### src/rtl/pc_sequencer.sv
// pc_sequencer: program-counter sequencer for the fetch stage.
// Chooses the next PC from four sources: sequential, branch, jalr or trap.
// A redirect that arrives during a fetch stall is held and applied on release.
// Misaligned branch/jalr targets are turned into a trap to TRAP_VECTOR.
module pc_sequencer #(
  parameter int unsigned           ADDR_WIDTH   = 32,
  parameter int unsigned           INSTR_BYTES  = 4,
  parameter logic [ADDR_WIDTH-1:0] RESET_VECTOR = '0,
  parameter logic [ADDR_WIDTH-1:0] TRAP_VECTOR  = ADDR_WIDTH'(32'h0000_0100)
) (
  input  logic                  clk,
  input  logic                  rst,
  input  logic                  stall,
  input  logic [1:0]            pc_src,
  input  logic [ADDR_WIDTH-1:0] imm_op,
  input  logic [ADDR_WIDTH-1:0] rs1_val,
  output logic [ADDR_WIDTH-1:0] pc,
  output logic [ADDR_WIDTH-1:0] pc_plus,
  output logic                  flush,
  output logic                  misaligned,
  output logic [ADDR_WIDTH-1:0] bad_addr
);

  // INSTR_BYTES is a power of two, so its low bits form the alignment mask
  localparam logic [ADDR_WIDTH-1:0] INCR       = ADDR_WIDTH'(INSTR_BYTES);
  localparam logic [ADDR_WIDTH-1:0] ALIGN_MASK = INCR - ADDR_WIDTH'(1);

  localparam logic [1:0] SRC_SEQ    = 2'b00;
  localparam logic [1:0] SRC_BRANCH = 2'b01;
  localparam logic [1:0] SRC_JALR   = 2'b10;
  localparam logic [1:0] SRC_TRAP   = 2'b11;

  logic [ADDR_WIDTH-1:0] pc_q, pc_d;
  logic                  pending_valid_q, pending_valid_d;
  logic [ADDR_WIDTH-1:0] pending_target_q, pending_target_d;
  logic                  pending_mis_q, pending_mis_d;
  logic [ADDR_WIDTH-1:0] bad_addr_q, bad_addr_d;
  logic                  flush_q, flush_d;
  logic                  misaligned_q, misaligned_d;

  logic [ADDR_WIDTH-1:0] branch_sum;
  logic [ADDR_WIDTH-1:0] jalr_sum;
  logic [ADDR_WIDTH-1:0] target_raw;
  logic [ADDR_WIDTH-1:0] target_eff;
  logic                  redirect;
  logic                  target_mis;

  // Raw redirect target, alignment check and the trap-substituted target
  always_comb begin
    branch_sum = pc_q + imm_op;
    jalr_sum   = rs1_val + imm_op;
    redirect   = (pc_src != SRC_SEQ);
    target_raw = branch_sum;
    target_mis = 1'b0;
    case (pc_src)
      SRC_BRANCH: begin
        target_raw = branch_sum;
        target_mis = ((target_raw & ALIGN_MASK) != '0);
      end
      SRC_JALR: begin
        target_raw = {jalr_sum[ADDR_WIDTH-1:1], 1'b0};
        target_mis = ((target_raw & ALIGN_MASK) != '0);
      end
      SRC_TRAP: begin
        target_raw = TRAP_VECTOR;
        target_mis = 1'b0;
      end
      default: begin
        target_raw = branch_sum;
        target_mis = 1'b0;
      end
    endcase
    target_eff = target_mis ? TRAP_VECTOR : target_raw;
  end

  // Next-state selection: a live redirect beats a held one, which beats sequential
  always_comb begin
    pc_d             = pc_q;
    pending_valid_d  = pending_valid_q;
    pending_target_d = pending_target_q;
    pending_mis_d    = pending_mis_q;
    bad_addr_d       = bad_addr_q;
    flush_d          = 1'b0;
    misaligned_d     = 1'b0;
    if (!stall) begin
      if (redirect) begin
        pc_d            = target_eff;
        pending_valid_d = 1'b0;
        pending_mis_d   = 1'b0;
        flush_d         = 1'b1;
        misaligned_d    = target_mis;
        if (target_mis) begin
          bad_addr_d = target_raw;
        end
      end else if (pending_valid_q) begin
        pc_d            = pending_target_q;
        pending_valid_d = 1'b0;
        pending_mis_d   = 1'b0;
        flush_d         = 1'b1;
        misaligned_d    = pending_mis_q;
      end else begin
        pc_d = pc_q + INCR;
      end
    end else if (redirect) begin
      pending_valid_d  = 1'b1;
      pending_target_d = target_eff;
      pending_mis_d    = target_mis;
      if (target_mis) begin
        bad_addr_d = target_raw;
      end
    end
  end

  // State registers; reset discards any held redirect
  always_ff @(posedge clk or negedge rst) begin
    if (!rst) begin
      pc_q             <= RESET_VECTOR;
      pending_valid_q  <= 1'b0;
      pending_target_q <= '0;
      pending_mis_q    <= 1'b0;
      bad_addr_q       <= '0;
      flush_q          <= 1'b0;
      misaligned_q     <= 1'b0;
    end else begin
      pc_q             <= pc_d;
      pending_valid_q  <= pending_valid_d;
      pending_target_q <= pending_target_d;
      pending_mis_q    <= pending_mis_d;
      bad_addr_q       <= bad_addr_d;
      flush_q          <= flush_d;
      misaligned_q     <= misaligned_d;
    end
  end

  assign pc         = pc_q;
  assign pc_plus    = pc_q + INCR;
  assign flush      = flush_q;
  assign misaligned = misaligned_q;
  assign bad_addr   = bad_addr_q;

endmodule

### config.mk
export PLATFORM = sky130hd
export DESIGN_NAME = pc_sequencer
export DESIGN_NICKNAME = d
export VERILOG_FILES = /design/src/rtl/pc_sequencer.sv
export SDC_FILE = /design/constraint.sdc
export NUM_CORES = 1
export LEC_CHECK = 0
export ABC_AREA = 0
export CORE_MARGIN = 8
export CORE_UTILIZATION = 54
export DETAILED_ROUTE_END_ITERATION = 10
export PLACE_DENSITY = 0.82
export SYNTH_ARGS = -nofsm -noshare
export SYNTH_HDL_FRONTEND = slang
export SYNTH_SLANG_ARGS = --single-unit
### constraint.sdc
create_clock -name clk -period 8.8 [get_ports clk]
set_clock_uncertainty 0.05 [all_clocks]
set_input_delay 1.76 -clock clk [delete_from_list [all_inputs] [get_ports clk]]
set_output_delay 1.76 -clock clk [all_outputs]
set_load 0.02 [all_outputs]
### Word-level counts from Yosys, hierarchy flattened

Cells that the tools add are included.

* bits in registers: 100
* memory bits (read-only): 0
* RAM bits: 0
* latch bits: 0
* output and inout bits: 98
* memories: 0
* logic and storage cells: 37
* bits of input ports: 69

* shift-type cells: 0
* multiply operators: 0
* bitwise operators: 0
* div/mod/pow operators: 0
* reduce and logical (&&, ||, !) cells: 6
* muxes and demuxes: 17
* equality and inequality tests: 4
* add/subtract/negate cells: 3
* magnitude comparators: 0

Operators with widths (count)
* $mux 32: 3
* $add 32x32->32: 2
* $pmux 32 s2: 1
* $add 32x3->32 const B: 1
* $reduce_bool 32->1: 1
* $mux 1: 12
* $reduce_and 2->1: 3
* $eq 2x2->1 const B: 2
* $reduce_bool 2->1: 2
* $eq 2x1->1 const B: 1
* $ne 2x1->1 const B: 1
* $pmux 1 s2: 1

### Depth between registers and ports, before layout

* depth in word-level cells: 5
* depth in mapped cells: 11
* mapped depth without buffers: 11

### Worst setup path before layout

No wires, ideal clock.

* path type: input port to flip-flop
* start point: input imm_op[0]
* end point: register pc_q[30], in the netlist pc[30]
* buffers on the path: 0
* stages on the path: 11
* arrival: 4.098 ns
* required time: 8.611 ns
* setup time: 0.139 ns
* path slack: 4.513 ns
* path through: ha_1 fa_1 a211oi_1 o211ai_2 nand3_2 a21oi_4 a2111oi_4 o41ai_2 xor2_1 a221oi_2 o221ai_2

* cells in the longest elaborated chain, start to end: 5
* elaborated cells between the ends (all ways): 7
* classes of those cells: add/sub: 2; mux: 4; reduce/logical: 1

Ends and longest elaborated chain
* start, declared: line 15 `input logic [ADDR_WIDTH-1:0] imm_op,`
* $add 32x32->32: line 50 `branch_sum = pc_q + imm_op;`
* $reduce_bool 32->1: line 58 `target_mis = ((target_raw & ALIGN_MASK) != '0);`
* $pmux 1 s2: line 55 `case (pc_src)`
* $mux 32 *: line 73 `target_eff = target_mis ? TRAP_VECTOR : target_raw;`
* $mux 32 *: line 86 `if (redirect) begin`
* end signal, assigned: line 125 `pc_q <= pc_d;`
* end, declared: line 33 `logic [ADDR_WIDTH-1:0] pc_q, pc_d;`

Every way passes the cells marked *; elsewhere a longest branch is shown, timed or not.
A chain may end at the register's enable or synchronous reset.

### Worst setup path in the final report

* start point: register pc_q[4], in the netlist pc[4]
* end point: output pc_plus[27]

* cells in the longest elaborated chain, start to end: 1

Ends and longest elaborated chain
* $add 32x3->32: line 136 `assign pc_plus = pc_q + INCR;`
* end, declared: line 18 `output logic [ADDR_WIDTH-1:0] pc_plus,`

No other way between the ends.

==> reports/metrics.yaml <==
detailed_routing:
  wl_um: 29030
  vias: 8750
  dr.pass1.iters: 5
  vias_per_cell: 6.299
  drt_iter0_markers: 833
  drcViolationCount: 0
  antenna_left: 0
  wire_per_inst_um: 20.90
setup_path:
  reg2reg_depth: 11
  required_ps: 6990
  start_kind: "register"
  cp_max_fo: 7
  rr_startpoint: "pc[0]$_DFFE_PN0P_"
  end_kind: "output port"
  r2r-end: "pc[30]$_DFFE_PN0N_"
  crit_type: "reg2out"
  crit_arrival_ps: 3490
  r2r_slack_ps: 5420
timing:
  hold_violations: 0
  max_freq_ghz: 0.1885
  final.setup.tns_ps: 0
  maxSlewHeadroom_pct: 40.68
  final.min_clock_period_ps: 5305
  grt_setup_unrepaired: "false"
  slew_viol_final: 0
  tightest_slew_ps: 889.8
  whs_ps: 422.8
  finalSetupViolations: 0
  min_period_over_period_pct: 60.28
global_routing:
  met3_usage_pct: 5.242
  grt_pass1_wl_um: 45180
  grt_pass1_vias: 8359
  grt_max_degree: 60
  grt_usage_pct: 27.69
  use_met2_pct: 45.53
  antenna_found_initial: 0
  met1_usage_pct: 35.21
  gr-max-usage-layer: "met2"
  grt_overflow: 0
floorplanning:
  core-area_um2: 15940
  dieArea_um2: 20710
  start_util_pct: 55.42
  ios: 167
  fp-row-count: 46
  die_h_um: 143.9
  die_w_um: 143.9
flow_run:
  cap_viol_max_count: 0
clock_tree:
  clk_pin_slew_worst_paths_ps: 70
  cts.sinks: 100
  cts_max_path_buffers: 2
  cts_hold_buf: 0
  clkLatencyLatePin_ps: 350
  h-tree-depth: 3
  post_cts_resized: 0
  root_buffer: "clkbuf_16"
  postCtsSetupRepairBufs: 0
  cts_tree: "built"
  numCtsBuffers: 9
logic_synthesis:
  synth_nets: 1180
  syn_area_um2: 8836
  synth.distinct_cells: 88
  syn-instance-count: 1043
  synth.avg_cell_area_um2: 8.472
  ys_warn_count: 0
  ys_ff_latch: 100
  synth_ff_type: "dfrtp_1"
  seq_area_frac_synth_pct: 28.32
  synth_edf_count: 0
  postSynth.asyncResetShare_pct: 100.0
run_status:
  status: "completed"
final_layout:
  drive_gt1_share_pct: 7.332
  nNetsFinal: 1306
  area_growth_pct: 22.02
  num_antenna_cells: 0
  fill_cells: 1370
hold_path:
  holdPathEnd: "pending_target_q[14]$_DFFE_PN0P_"
  hp-class: "reg2reg"
  min_delay_path_depth: 2
  min-delay-start: "pending_target_q[14]$_DFFE_PN0P_"
placed_design:
  place_hpwl_um: 22130
  io_buffers: 166
  gp_congestion: 0.9894
power:
  cellLeakagePower_uw: 0.004537
  powerDensity_nw_per_um2: 313.8
  ir_worst_vdd_v: 0.0002201
## synthesized netlist by cell type, types with 8 or more instances
cell type / instances / area, um2
a21o_1: 26 / 195.2
a21oi_1: 96 / 480.5
a22oi_1: 26 / 195.2
a31oi_1: 10 / 62.56
and3_1: 15 / 93.84
clkbuf_1: 35 / 131.4
clkbuf_8: 10 / 137.6
dfrtp_1: 100 / 2502
ha_1: 66 / 825.8
inv_1: 17 / 63.81
mux2_2: 15 / 168.9
mux2i_1: 8 / 80.08
nand2_1: 106 / 397.9
nand2b_1: 22 / 137.6
nand3_1: 17 / 85.08
nand4_1: 22 / 137.6
nor2_1: 98 / 367.9
nor2b_1: 9 / 56.30
nor3_1: 14 / 70.07
o211ai_1: 18 / 135.1
o21a_1: 13 / 97.59
o21ai_0: 64 / 320.3
o21ai_1: 11 / 55.05
o21bai_1: 8 / 60.06
o221ai_1: 11 / 96.34
o31ai_1: 11 / 82.58
xnor2_1: 45 / 394.1
xor2_1: 34 / 297.8
## layout make-up
type / count / area, um2 / share of cell area (%)
inverters: 17 / 63.81 / 0.5919
clock inverters: 5 / 62.56 / 0.5802
clock buffers: 10 / 239.0 / 2.217
repair buffers: 173 / 1712 / 15.88
flip-flops and latches: 100 / 2502 / 23.21
well taps: 216 / 270.3 / 2.507
multi-input cells: 868 / 5932 / 55.02
## placed cells by master (no fill, tap or decap), types with 17 or more instances in the layout
master,n
nand3_1,17
a21oi_1,96
dfrtp_1,100
a21o_1,26
nand2b_1,21
a22oi_1,26
ha_1,66
nand4_1,22
o211ai_1,18
xnor2_1,45
nand2_1,106
inv_1,17
xor2_1,34
nor2_1,98
o21ai_0,64
clkdlybuf4s50_1,165
## metal layers
layer,vias up,routed length [um]
met4,0,1207
met1,4119,11810
li1,4085,-
met5,-,0
met2,466,13520
met3,80,2489
## registers in the layout (all words and copies together) (netlist names)
register          count
bad_addr             32
flush                 1
misaligned            1
pc                   32
pending_mis_q         1
pending_target_q     32
pending_valid_q       1
## power by group
group	switching [uW]	internal, uW
logic	1160	909
clock network	176	228
registers	250	657
total	1590	1790
## worst max-delay path, cell delays in order, from the launching register on
cell,delay (ps)
dfrtp_1,510
nand4_1,180
nor2_1,420
nand4_1,310
nor2_1,350
and4_1,340
and3_1,260
xor2_1,160
clkdlybuf4s50_1,630
## per-stage QoR
step	setup WS (ps)	std cells	power, uW	area (um2)	util, %
2_1_floorplan	4513	1043	2156	8836	-
3_3_place_gp	3666	1374	2915	10480	65.74
3_5_place_dp	3604	1374	2953	10480	65.74
4_1_cts	3578	1389	3370	10780	67.63
5_1_grt	3334	1389	3578	10780	67.63
6_report	3495	1389	3383	10780	67.63
## worst max-delay path by stage
stage | startpoint | endpoint | slack (ps)
after detailed placement | imm_op[1] | pending_target_q[24]$_DFFE_PN0P_ | 3600
after CTS | pc[4]$_DFFE_PN0N_ | pc_plus[27] | 3580
final | pc[4]$_DFFE_PN0N_ | pc_plus[27] | 3500
after floorplan | imm_op[0] | pc[30]$_DFFE_PN0N_ | 4510
after global routing | pc[4]$_DFFE_PN0N_ | pc_plus[27] | 3330
after global placement | imm_op[1] | pending_target_q[24]$_DFFE_PN0P_ | 3670
## kinds of logic after synthesis
kind of cell,Yosys count,share of synthesized area (%)
AO/OA/AOI/OAI,357,28.09
XOR/XNOR,79,7.831
adder cells (fa/ha/maj),68,9.799
buffers and inverters,75,4.630
flip-flops,100,28.32
multiplexers,24,2.945
AND/OR/NAND/NOR,340,18.38
Note: power is estimated with default switching activity, not from simulation.
